===== src/rtl/muldiv_unit.sv =====
// Iterative RV32M multiply/divide unit for the EX stage: shift-add multiply and
// restoring divide on operand magnitudes, one bit per cycle, with RISC-V corner cases.
module muldiv_unit #(
  parameter int XLEN      = 32,
  parameter bit EARLY_OUT = 1'b1
) (
  input  logic            clk_i,
  input  logic            reset,
  input  logic            start_i,
  input  logic [2:0]      op_i,
  input  logic [XLEN-1:0] rs1_i,
  input  logic [XLEN-1:0] rs2_i,
  input  logic            flush_i,
  output logic            busy_o,
  output logic            done_o,
  output logic [XLEN-1:0] result_o,
  output logic            stall_o
);

  localparam int            CW   = $clog2(XLEN);
  localparam logic [CW-1:0] LAST = CW'(XLEN - 1);

  typedef enum logic [1:0] {
    S_IDLE = 2'd0,
    S_CALC = 2'd1,
    S_DONE = 2'd2
  } state_t;

  state_t r_state, w_state_nxt;

  logic                   w_a_signed, w_b_signed, w_sa, w_sb;
  logic                   w_is_div, w_divz, w_ovf, w_early, w_accept, w_last;
  logic signed [XLEN-1:0] w_rs1_s, w_rs2_s;
  logic [XLEN-1:0]        w_mag_a, w_mag_b, w_spec_res;

  logic [2:0]             r_op;
  logic [XLEN-1:0]        r_opa, r_opb;
  logic                   r_neg_q, r_neg_r, r_special;
  logic [XLEN-1:0]        r_spec_res;
  logic [2*XLEN-1:0]      r_acc;
  logic [XLEN-1:0]        r_quot, r_rem;
  logic [CW-1:0]          r_count;
  logic [XLEN-1:0]        r_result;

  logic [XLEN:0]          w_sum;
  logic [2*XLEN-1:0]      w_acc_nxt;
  logic [XLEN:0]          w_shift, w_trial;
  logic [XLEN-1:0]        w_quot_nxt, w_rem_nxt;

  // Sign fix-up of the magnitude results and selection of the requested half/part.
  function automatic logic [XLEN-1:0] f_result(
    input logic [2:0]        op,
    input logic              neg_q,
    input logic              neg_r,
    input logic [2*XLEN-1:0] prod,
    input logic [XLEN-1:0]   quot,
    input logic [XLEN-1:0]   rem
  );
    logic [2*XLEN-1:0] p;
    logic [XLEN-1:0]   res;
    p = neg_q ? -prod : prod;
    if (!op[2])
      res = (op[1:0] == 2'b00) ? p[XLEN-1:0] : p[2*XLEN-1:XLEN];
    else if (!op[1])
      res = neg_q ? -quot : quot;
    else
      res = neg_r ? -rem : rem;
    return res;
  endfunction

  // Operand decode at accept: signedness per funct3, magnitudes, corner cases.
  always_comb begin
    w_rs1_s    = rs1_i;
    w_rs2_s    = rs2_i;
    w_is_div   = op_i[2];
    w_a_signed = op_i[2] ? ~op_i[0] : (op_i[1:0] != 2'b11);
    w_b_signed = op_i[2] ? ~op_i[0] : ~op_i[1];
    w_sa       = w_a_signed & (w_rs1_s < 0);
    w_sb       = w_b_signed & (w_rs2_s < 0);
    w_mag_a    = w_sa ? -rs1_i : rs1_i;
    w_mag_b    = w_sb ? -rs2_i : rs2_i;
    w_divz     = w_is_div & (rs2_i == '0);
    w_ovf      = w_is_div & ~op_i[0] & (rs1_i == {1'b1, {(XLEN-1){1'b0}}}) & (&rs2_i);
    w_spec_res = w_divz ? (op_i[1] ? rs1_i : '1) : (op_i[1] ? '0 : rs1_i);
    w_accept   = (r_state == S_IDLE) & start_i & ~flush_i;
    w_early    = EARLY_OUT & (w_divz | w_ovf);
    w_last     = (r_count == LAST);
  end

  // One iteration step: multiply adds the multiplicand on the low multiplier bit and
  // shifts right; divide shifts the next dividend bit into the partial remainder.
  always_comb begin
    w_sum      = {1'b0, r_acc[2*XLEN-1:XLEN]} + (r_acc[0] ? {1'b0, r_opa} : '0);
    w_acc_nxt  = {w_sum, r_acc[XLEN-1:1]};
    w_shift    = {r_rem, r_quot[XLEN-1]};
    w_trial    = w_shift - {1'b0, r_opb};
    w_rem_nxt  = w_trial[XLEN] ? w_shift[XLEN-1:0] : w_trial[XLEN-1:0];
    w_quot_nxt = {r_quot[XLEN-2:0], ~w_trial[XLEN]};
  end

  always_ff @(posedge clk_i) begin
    if (reset) r_state <= S_IDLE;
    else       r_state <= w_state_nxt;
  end

  always_comb begin
    w_state_nxt = r_state;
    case (r_state)
      S_IDLE:  if (w_accept) w_state_nxt = w_early ? S_DONE : S_CALC;
      S_CALC:  if (w_last) w_state_nxt = S_DONE;
      S_DONE:  w_state_nxt = S_IDLE;
      default: w_state_nxt = S_IDLE;
    endcase
    if (flush_i) w_state_nxt = S_IDLE;
  end

  always_ff @(posedge clk_i) begin
    if (reset) begin
      r_op       <= '0;
      r_opa      <= '0;
      r_opb      <= '0;
      r_neg_q    <= 1'b0;
      r_neg_r    <= 1'b0;
      r_special  <= 1'b0;
      r_spec_res <= '0;
      r_acc      <= '0;
      r_quot     <= '0;
      r_rem      <= '0;
      r_count    <= '0;
      r_result   <= '0;
    end else if (w_accept) begin
      r_op       <= op_i;
      r_opa      <= w_mag_a;
      r_opb      <= w_mag_b;
      r_neg_q    <= w_sa ^ w_sb;
      r_neg_r    <= w_sa;
      r_special  <= w_divz | w_ovf;
      r_spec_res <= w_spec_res;
      r_acc      <= {{XLEN{1'b0}}, w_mag_b};
      r_quot     <= w_mag_a;
      r_rem      <= '0;
      r_count    <= '0;
      if (w_early) r_result <= w_spec_res;
    end else if ((r_state == S_CALC) && !flush_i) begin
      r_acc  <= w_acc_nxt;
      r_quot <= w_quot_nxt;
      r_rem  <= w_rem_nxt;
      if (w_last)
        r_result <= r_special ? r_spec_res
                              : f_result(r_op, r_neg_q, r_neg_r, w_acc_nxt, w_quot_nxt, w_rem_nxt);
      else
        r_count <= r_count + 1'b1;
    end
  end

  assign busy_o   = (r_state != S_IDLE);
  assign done_o   = (r_state == S_DONE);
  assign result_o = r_result;
  assign stall_o  = start_i & ~done_o;

endmodule


===== config.mk =====
export PLATFORM = sky130hd
export DESIGN_NAME = muldiv_unit
export DESIGN_NICKNAME = d
export VERILOG_FILES = /design/src/rtl/muldiv_unit.sv
export SDC_FILE = /design/constraint.sdc
export NUM_CORES = 1
export LEC_CHECK = 0
export ABC_AREA = 1
export CAP_MARGIN = 15
export CORE_UTILIZATION = 23
export CTS_BUF_LIST = sky130_fd_sc_hd__clkbuf_4 sky130_fd_sc_hd__clkbuf_8
export CTS_CLUSTER_DIAMETER = 120
export CTS_CLUSTER_SIZE = 20
export DETAILED_ROUTE_END_ITERATION = 8
export GPL_TIMING_DRIVEN = 0
export HOLD_SLACK_MARGIN = 0.12
export MAX_ROUTING_LAYER = met4
export PLACE_DENSITY = 0.35
export SLEW_MARGIN = 15
export SYNTH_ARGS = -nofsm -noshare
export SYNTH_HDL_FRONTEND = slang
export SYNTH_SLANG_ARGS = --single-unit

===== constraint.sdc =====
create_clock -name clk_i -period 12.8 [get_ports clk_i]
set_clock_uncertainty 0.2 [all_clocks]
set_input_delay 3.84 -clock clk_i [delete_from_list [all_inputs] [get_ports clk_i]]
set_output_delay 3.84 -clock clk_i [all_outputs]
set_load 0.02 [all_outputs]

# [After elaboration in Yosys (flattened, before gate mapping)]
# Cells that the tools add are included.
[totals] reg_bits=269 elab_cells=91 input_bits=71
[classes] muxes=28 order_cmp=2 n_reduce_logical=14 addsub=8 bitwise=17 n_eq_ne=8
[ops] cell="2-to-1 mux 32 bit" count=21
[ops] cell="negation 32 bit" count=4
[ops] cell="less-than comparator 32 x 1 -> 1 bit (second input constant)" count=2
[ops] cell="2-to-1 mux 64 bit" count=1
[ops] cell="negation 64 bit" count=1
[ops] cell="adder 32 x 32 -> 33 bit" count=1
[ops] cell="subtractor 33 x 32 -> 33 bit" count=1
[ops] cell="== test 32 bit (second input constant)" count=1
[ops] cell="zero test 32 bit" count=1
[ops] cell="AND reduction 32 bit" count=1
[ops] cell="bitwise AND 1 bit" count=9
[ops] cell="!= test 2 bit (second input constant)" count=4
[ops] cell="2-to-1 mux 2 bit" count=3
[ops] cell="inverter 1 bit" count=6
[ops] cell="nonzero test 2 bit" count=3
[ops] cell="adder 5 x 1 -> 5 bit (second input constant)" count=1
[ops] cell="== test 5 bit (second input constant)" count=1
[ops] cell="zero test 2 bit" count=2
[ops] cell="one-hot mux 2 bit (2 select lines)" count=1
[ops] cell="AND reduction 2 bit" count=2
[ops] cell="OR reduction 2 bit" count=2
[ops] cell="AND reduction 3 bit" count=1
[ops] cell="== test 2 x 1 -> 1 bit (second input constant)" count=1
[ops] cell="== test 2 bit (second input constant)" count=1
[ops] cell="other kinds (5)" count=6

# [Longest topological paths before layout]
# Gate-level depths: netlist (run 1).
[logic_depth] word_depth=10 depth_mapped=34 depth_no_buf=32

# [Worst setup path after synthesis (run 1)]
# No wires, ideal clock.
[synth_timing] path_type="input -> output" start="in start_i" end="out stall_o" n_path_buf=0 t_required_ns=8.760 slack_ns=4.595 arrival_ns=4.165 path_stages=2 cell_sequence="inv_1 -> nor2_1"
[synth_via] elab_chain_len=1
[synth_rtl] item="start, declared" line="9" text="input logic start_i,"
[synth_rtl] item="bitwise AND 1 bit" line="159" text="assign stall_o = start_i & ~done_o;"
[synth_rtl] item="end, declared" line="17" text="output logic stall_o"
# Every way passes these cells.

# [Final worst setup path (run 1)]
# Ends and elaborated chain as after synthesis.

==> summary.md, run 1 <==
| Metric | Value |
|---|---|
| CTS Sinks | between 200 and 300 |
| Slew at the pin closest to its max-slew limit | roughly 1400 ps |
| Post-synth ARST share | 0 |
| # IOs | between 100 and 150 |
| Die width | around 310 um |
| Final Critical Period | between 9000 and 10000 ps |
| Vias per cell | 4.976 |
| Seq/Total Area, Yosys | 0.2436 |
| Initial core utilization | 0.2323 |
| Hold path start | r_opa[7] |
| Die Area | a little under 0.1 mm^2 |
| TritonCTS Buffers | 20 |
| Cells along the critical path | clkdlybuf4s50_1, inv_1, nor2_1, clkdlybuf4s50_1 |
| Post-synth EDFFs | 0 |
| Critical-path top delay cell | clkdlybuf4s50_1 |
| Commonest non-fill, non-tap cells in the layout | 888 x nand2_1, 580 x inv_1, 382 x nor2_1, 371 x o21ai_0, 269 x dfxtp_1 |
| Fin. Hold Viols | 0 |
| Setup violations, final | 0 |
| Post-route DRC | 0 |
| # fillers | between 10000 and 15000 |
| Crit path kind | in2out |
| Nets@finish | about 4000 |
| Startpoint Class | input port |
| Final critical-path share of the clock period | 0.7126 |
| #FFs+latches synth | 269 |
| Cts-stage hold buffer count | 0 |
| Most frequent CP cell | clkdlybuf4s50_1 |
| Run status | finished, final reports clean |
| Post-Syn Area | around 0.022 mm^2 |
| Port bufs | roughly 110 |
| R2R Path Start | r_quot[31] |
| Cell variety after synth | between 50 and 60 |
| Slew Viols, Final | 0 |
| Core box area | around 0.095 mm^2 |
| Unrepaired setup endpoints after global routing | false |
| Commonest non-fill, non-tap cell in the layout | nand2_1 |
| Hold Crit Class | reg2reg |
| Drt pass-1 iters | 7 |
| Syn Area/Cell | 5.872 um^2 |
| Ys Warns | 0 |
| Fmax | 0.1096 GHz |
| Crit path largest cell delay | 620 ps |
| CP delay by family, top | buffers and inverters |
| H-tree levels | 1 |
| Largest fanout on the critical path | 2 |
| PwrDens | around 99 mW/mm^2 |
| Initial antenna violation count | 3 |
| Tot GR Track Use | 0.2595 |
| Max Cap Viol | 0 |
| Slew headroom | 0.07833 |
| Vias in the first global route | roughly 25000 |
| Clock latency at the later pin of the worst-skew pair | 700 ps |
| Peak VDD IR | ~0.000069 V |
| Syn Inst Count | around 3800 |
| Final core occ | 0.2644 |
| PostCTS Resize Cnt | 0 |
| Row count | about 110 |
| DR iter-0 viols | around 2200 |
| Leakage | about 12 nW |
| Finished Cell Area | 0.02516 mm^2 |
| Routed WL | 126.5 mm |
| Routed wire per std cell | approximately 24 um |
| Share of layout cells above drive strength 1 | 0.02872 |
| CTS root buf | clkbuf_8 |
| Pin count of the biggest net entering global routing | 21 |
| Arrival @ worst endpoint | just over 5000 ps |
| Ys flop type | dfxtp_1 |
| Setup bufs post-CTS | 0 |
| Clk buf depth | 3 |
| Gr ovfl total | 0 |
| TNS Setup | 0 ps |
| Chip height | 312.0 um |
| CP Capture Type | output port |
| Clk slew on worst S/H paths | roughly 130 ps |
| ANT nets after route | 0 |
| Routability-driven placement congestion ratio | between 0.9 and 1 |
| Global-route wire length before repair | 179.3 mm |
| CTS tree | done |
| Area Overhead vs Synth | 13.80% |
| Syn nets | a little under 4000 |
| DR vias | approximately 26000 |
| Worst EP required | ~8800 ps |
| Detail Placement HPWL | around 110 mm |
| Dpl cell area | 0.02474 mm^2 |
| Worst setup startpoint | start_i |
| CP bufs+invs | 3 |
## cells in the mapped netlist, types with 50 or more instances
cell type / n / area (um^2)
o211ai_1: 79 / 593.1
o21ai_0: 371 / 1857
nand3_1: 239 / 1196
a221oi_1: 50 / 437.9
dfxtp_1: 269 / 5385
nand4_1: 51 / 319.1
nor3_1: 66 / 330.3
inv_1: 580 / 2177
nand2_1: 888 / 3333
o22ai_1: 60 / 375.4
nor2_1: 382 / 1434
ha_1: 72 / 900.9
clkbuf_1: 121 / 454.2
a21oi_1: 264 / 1321
## worst register-to-register path: cells and delay by family, from the launching register on
family | cells | cell delay (ps)
adder cells (fa/ha/maj) | 3 | 880
buffers and inverters | 5 | 680
flip-flops | 1 | 670
AO/OA/AOI/OAI | 4 | 1010
XOR/XNOR | 1 | 90
AND/OR/NAND/NOR | 19 | 2940
## area by class of cell
cell class                      count  area, um^2  area share
Sequential cell                   269        5385      0.2140
Timing Repair Buffer              105        1051     0.04177
Multi-Input combinational cell   2743       13810      0.5488
Clock buffer                       24       324.1     0.01288
Clock inverter                      6       82.58    0.003282
Inverter                          593        2226     0.08847
Buffer                            160       689.4     0.02740
Tap cell                         1265        1583     0.06291
Antenna cell                        4       10.01   0.0003979
## final timing paths
path,end,slack (ps),depth (start not counted)
min,r_opa[7],270,2
max reg2reg,result_o[26],6230,32
max,stall_o,3680,4
min reg2reg,r_opa[7],270,2
## flip-flops by register name (all words and copies together), names as in the netlist
| name | count |
|---|---|
| r_acc | 64 |
| r_count | 5 |
| r_neg_q | 1 |
| r_neg_r | 1 |
| r_op | 3 |
| r_opa | 32 |
| r_opb | 32 |
| r_quot | 32 |
| r_rem | 32 |
| r_spec_res | 32 |
| r_special | 1 |
| r_state | 2 |
| result_o | 32 |
## kinds of logic (layout without fill, tap and decap cells)
kind of cell	count (synthesis)	count (layout)	synth area share
AND/OR/NAND/NOR	1715	1715	0.3298
AO/OA/AOI/OAI	903	903	0.2320
buffers and inverters	753	888	0.1318
flip-flops	269	269	0.2436
adder cells (fa/ha/maj)	75	75	0.04301
XOR/XNOR	50	50	0.01981
other	0	4	0
## metal layers
| layer | global-route usage | vias to the layer above | share of wire |
|---|---|---|---|
| li1 | - | 12651 | - |
| met5 | - | - | 0 |
| met2 | 0.4209 | 673 | 0.46 |
| met4 | 0.05626 | 0 | 0.024 |
| met3 | 0.01785 | 111 | 0.040 |
| met1 | 0.3518 | 12286 | 0.48 |
## report_power, final
part	total, W	switching [W]	internal (W)
combinational	0.00104	0.000751	0.000284
sequential	0.000906	0.0000331	0.000873
clock	0.000557	0.000377	0.000179
total	0.00250	0.00116	0.00134
## through the flow
stage	cells	setup WS, ps	power (W)	hold WS (ps)
floorplan	3765	4595	0.001546	226.2
global placement	5135	3664	0.001950	242.2
detailed placement	5135	3678	0.001942	244.6
CTS	5165	3665	0.002506	272.2
global route	5169	3599	0.002639	287.3
finish	5169	3679	0.002497	272.4
No activity file was read; power rests on OpenSTA's default activity.
==> run 2, diff against run 1 <==
Settings changed: PLACE_DENSITY 0.35 to 0.36.
Clock period 12.8 ns to 7.4 ns, I/O delays scaled along.
==> run 2 against run 1 <==
  * Wire length fell by 0.72%
  * Clock power is 62% higher
  * Cell area decreased by 0.18%
  * Final cell count hardly changed
  * Die area unchanged
  * Combinational power increased by 72%
  * Non-clock buffer count unchanged
==> summary.md, run 2 (same netlist as run 1, synthesis figures left out) <==
| Metric | Value |
|---|---|
| CTS root buf | clkbuf_8 |
| TritonCTS Buffers | 18 |
| Fin. Hold Viols | 0 |
| CTS tree | done |
| Peak VDD IR | ~0.00013 V |
| Vias per cell | about 5 |
| Reg area | around 0.0054 mm^2 |
| Hold Slack | approximately 270 ps |
| Worst EP required | 7780 ps |
| Die width | between 300 and 400 um |
| Vias in the first global route | ~25000 |
| Clk slew on worst S/H paths | 150 ps |
| Setup violations, final | 0 |
| ANT nets after route | 0 |
| H-tree levels | 1 |
| Multi-input gate area | ~0.014 mm^2 |
| Largest register FFs | 64 |
| Crit path largest cell delay | 690 ps |
| CP Capture Type | register |
| Chip height | ~310 um |
| Gr ovfl total | 0 |
| Slew headroom | 0.1790 |
| Commonest non-fill, non-tap cell in the layout | nand2_1 |
| CTS Sinks | between 200 and 300 |
| Cts-stage hold buffer count | 0 |
| CP bufs+invs | 5 |
| Routed wire per std cell | roughly 24 um |
| Hold Crit Class | reg2reg |
| Largest fanout on the critical path | 10 |
| CP delay by family, top | simple AND/OR/NAND/NOR gates |
| Startpoint Class | register |
| # fillers | about 11000 |
| PostCTS Resize Cnt | 0 |
| Drt pass-1 iters | 5 |
| TNS Setup | 0 ps |
| Port bufs | between 100 and 150 |
| Most frequent CP cell | nand2_1 |
| Clock latency at the later pin of the worst-skew pair | 670 ps |
| # IOs | 106 |
| Area Overhead vs Synth | 13.59% |
| Most flops, register | r_acc |
| DR iter-0 viols | 2221 |
| Comb pwr share | 0.420 |
| Initial core utilization | 0.2323 |
| PwrDens | ~170 mW/mm^2 |
| Routability-driven placement congestion ratio | approximately 1.0 |
| Nets@finish | 4035 |
| R2R Setup Slk | ~860 ps |
| Switching share of power | 0.4604 |
| Fmax | 0.1529 GHz |
| Routed WL | roughly 130 mm |
| Final critical-path share of the clock period | 0.8837 |
| Final Critical Period | 6540 ps |
| Commonest non-fill, non-tap cells in the layout | 888 x nand2_1, 580 x inv_1, 382 x nor2_1, 371 x o21ai_0, 269 x dfxtp_1 |
| Flop pwr share | 0.368 |
| Tot GR Track Use | 0.2586 |
| Post-route DRC | 0 |
| Leakage | 11.54 nW |
| Arrival @ worst endpoint | between 6000 and 7000 ps |
| Die Area | 0.09736 mm^2 |
| Core box area | approximately 0.095 mm^2 |
| Detail Placement HPWL | roughly 100 mm |
| Clock Power Share | 0.212 |
| Max Cap Viol | 0 |
| Row count | roughly 110 |
| Setup bufs post-CTS | 0 |
| Critical-path top delay cell | dfxtp_1 |
| DR vias | between 20000 and 30000 |
| NetSw | 0.001959 W |
| Share of layout cells above drive strength 1 | 0.02747 |
| Crit path kind | reg2reg |
| Clk buf depth | 3 |
| Slew Viols, Final | 0 |
| P_int | around 0.0023 W |
| Pin count of the biggest net entering global routing | 21 |
| Initial antenna violation count | 3 |
| Run status | finished, final reports clean |
| Global-route wire length before repair | between 150 and 200 mm |
| Unrepaired setup endpoints after global routing | false |
| Slew at the pin closest to its max-slew limit | roughly 1200 ps |
[run 2: layer usage]
layer | vias up | wire length (um) | global-route usage
li1 | 12645 | - | -
met1 | 12457 | 58180 | 0.3436
met2 | 730 | 57510 | 0.4188
met3 | 116 | 6430 | 0.02402
met4 | 0 | 3485 | 0.06573
met5 | - | 0 | -
[run 2: worst min-delay path, stage by stage (launching register included)]
cell     delay [ps]
dfxtp_1         340
nand2_1          60
nand2_1          40
[run 2: layout make-up]
| class | instances | area share |
|---|---|---|
| inverters | 593 | 0.08864 |
| diodes | 10 | 0.0009965 |
| repair buffers | 105 | 0.04185 |
| flip-flops and latches | 269 | 0.2144 |
| clock inverters | 4 | 0.002491 |
| plain buffers | 160 | 0.02745 |
| multi-input cells | 2743 | 0.5498 |
| clock buffers | 21 | 0.01126 |
| well taps | 1265 | 0.06303 |
[run 2: final timing paths]
| kind | start | to | cells past startpoint |
|---|---|---|---|
| max reg2reg | r_quot[31] | result_o[26] | 32 |
| max | r_quot[31] | result_o[26] | 32 |
| min reg2reg | r_spec_res[31] | r_spec_res[31] | 2 |
| min | r_spec_res[31] | r_spec_res[31] | 2 |
[run 2: power by group through the flow]
stage          Clock, W  Sequential (W)  Combinational [W]
2_1_floorplan         0         0.00157            0.00110
3_3_place_gp          0         0.00160            0.00176
3_5_place_dp          0         0.00160            0.00176
4_1_cts        0.000940         0.00157            0.00176
5_1_grt        0.000972         0.00157            0.00196
6_report       0.000902         0.00157            0.00179
[run 2: metrics by stage]
step                      std cells  power (W)  cell area [um^2]  worst slack [ps]  utilization
after floorplan                3765   0.002675             22110              2435            -
after global placement         5135   0.003362             24740             718.6       0.2600
after detailed placement       5135   0.003354             24740             800.3       0.2600
after CTS                      5160   0.004269             25090             982.4       0.2637
after global routing           5165   0.004502             25100             317.9       0.2638
final                          5170   0.004254             25110             860.3       0.2639
==> run 3, diff against run 2 <==
Settings changed: CORE_MARGIN set to 1.5, TNS_END_PERCENT set to 5.
==> run 3 against run 2 <==
  * Wire length is 0.43% lower
  * Sequential power hardly changed
  * Die area is 0.64% higher
  * Worst setup slack worse by 140 ps
  * Register-to-register slack worse by 140 ps
  * Cell area is 0.23% lower
  * Count of clock-buffer cells in the layout is 2 lower
  * Global-route usage is 0.34 points lower
  * Largest power group unchanged
==> summary.md, run 3 (same netlist as run 1, synthesis figures left out) <==
| Metric | Value |
|---|---|
| Finished Layout Cells | a little over 5000 |
| PwrDens | 167.2 mW/mm^2 |
| NetSw | about 0.0019 W |
| Finished Cell Area | 0.02506 mm^2 |
| Routed WL | between 100 and 150 mm |
| Hold Crit Class | reg2reg |
| TNS Setup | 0 ps |
| DR vias | around 26000 |
| Clk slew on worst S/H paths | about 150 ps |
| Startpoint Class | register |
| Commonest non-fill, non-tap cell in the layout | nand2_1 |
| Gr ovfl total | 0 |
| Dpl cell area | ~0.025 mm^2 |
| CP Capture Type | register |
| Setup bufs post-CTS | 0 |
| Comb pwr share | 0.424 |
| Fin. Hold Viols | 0 |
| Clock latency at the later pin of the worst-skew pair | 650 ps |
| Flop pwr share | 0.374 |
| H-tree levels | 1 |
| Share of layout cells above drive strength 1 | 0.02697 |
| Fmax | around 0.15 GHz |
| Run status | finished, final reports clean |
| Most frequent CP cell | nand2_1 |
| P_int | around 0.0022 W |
| Area Overhead vs Synth | 13.33% |
| Most flops, register | r_acc |
| ANT nets after route | 0 |
| Largest register FFs | 64 |
| Final Critical Period | around 6700 ps |
| Crit path largest cell delay | 700 ps |
| Total design power | around 0.0042 W |
| Slew at the pin closest to its max-slew limit | between 1000 and 1500 ps |
| # fillers | between 10000 and 15000 |
| Crit path kind | reg2reg |
| Largest fanout on the critical path | 10 |
| Vias per cell | 5.036 |
| CTS Sinks | 269 |
| Post-route DRC | 0 |
| Initial antenna violation count | 4 |
| Drt pass-1 iters | 5 |
| DR iter-0 viols | 2257 |
| Peak VDD IR | 0.0001236 V |
| Chip height | 313.0 um |
| Max Cap Viol | 0 |
| Critical-path top delay cell | dfxtp_1 |
| Unrepaired setup endpoints after global routing | false |
| Routability-driven placement congestion ratio | approximately 1.1 |
| Core box area | roughly 0.095 mm^2 |
| Switching share of power | 0.4642 |
| Reg area | between 0.005 and 0.006 mm^2 |
| # IOs | 106 |
| Vias in the first global route | 24656 |
| Die Area | 0.09799 mm^2 |
| PostCTS Resize Cnt | 0 |
| Port bufs | ~110 |
| Slew headroom | 0.1105 |
| Clock Power Share | 0.202 |
| Setup violations, final | 0 |
| Leakage | ~12 nW |
| Arrival @ worst endpoint | between 7000 and 8000 ps |
| Tot GR Track Use | 0.2551 |
| Pin count of the biggest net entering global routing | 21 |
| Worst EP required | just under 8000 ps |
| Row count | ~110 |
| CTS root buf | clkbuf_8 |
| Slew Viols, Final | 0 |
| Final critical-path share of the clock period | 0.9026 |
| Nets@finish | ~4000 |
| CTS tree | done |
| Global-route wire length before repair | 177.9 mm |
| Clk buf depth | 3 |
| Die width | between 300 and 400 um |
| Cts-stage hold buffer count | 0 |
| Routed wire per std cell | ~24 um |
| Commonest non-fill, non-tap cells in the layout | 888 x nand2_1, 580 x inv_1, 382 x nor2_1, 371 x o21ai_0, 269 x dfxtp_1 |
| Placed Cells incl. Taps | ~5100 |
| Initial core utilization | 0.2323 |
| Detail Placement HPWL | between 100 and 150 mm |
| Multi-input gate area | 0.01381 mm^2 |
| TritonCTS Buffers | 18 |
## run 3: changes by cell type in the layout (fill, tap and decap cells not counted)
cell       change
inv_8          -1
clkbuf_4       -1
diode_2        -5
clkbuf_8       -1
bufinv_16      -1
inv_6          +2
## run 3: path summary, 6_finish.rpt
| check | startpoint | to | slack [ps] | depth (start not counted) |
|---|---|---|---|---|
| setup reg to reg | r_quot[31] | result_o[26] | 720 | 32 |
| hold reg to reg | r_spec_res[31] | r_spec_res[31] | 270 | 2 |
| hold / removal | r_spec_res[31] | r_spec_res[31] | 270 | 2 |
| setup / recovery | r_quot[31] | result_o[26] | 720 | 32 |
## run 3: power groups by stage
stage / registers [W] / logic, W / clock network, W
CTS: 0.00157 / 0.00176 / 0.000873
detailed placement: 0.00160 / 0.00175 / 0
finish: 0.00157 / 0.00178 / 0.000846
global route: 0.00157 / 0.00194 / 0.000911
global placement: 0.00160 / 0.00176 / 0
floorplan: 0.00157 / 0.00110 / 0
## run 3: worst max-delay path, delay by kind of cell, from the launching register on
kind,cells,cell delay [ps]
and+or+nand+nor,19,3020
AOI/OAI and AO/OA,4,990
adders and majority gates,3,860
DFF,1,700
buffers and inverters,5,690
xor gates and xnor gates,1,100
## run 3: final cells by class
cell class                      count  share of cell area
Inverter                          593             0.08884
Multi-Input combinational cell   2743              0.5511
Antenna cell                        5           0.0004994
Timing Repair Buffer              105             0.04195
Tap cell                         1265             0.06317
Sequential cell                   269              0.2149
Clock buffer                       19             0.01044
Clock inverter                      4            0.001548
Buffer                            160             0.02752
## run 3: through the flow
step	setup slack [ps]	utilization	hold slack, ps
floorplan	2435	-	226.2
global placement	815.7	0.2600	239.7
detailed placement	856.6	0.2600	244.9
CTS	877.6	0.2632	274.3
global route	417.5	0.2632	286.1
finish	720.5	0.2633	271.4
## run 3: layer usage
| metal | up-vias | track usage | share of wire |
|---|---|---|---|
| met5 | - | - | 0 |
| met3 | 104 | 0.01945 | 0.044 |
| met4 | 0 | 0.05819 | 0.023 |
| met2 | 749 | 0.4178 | 0.46 |
| met1 | 12505 | 0.3413 | 0.47 |
| li1 | 12644 | - | - |
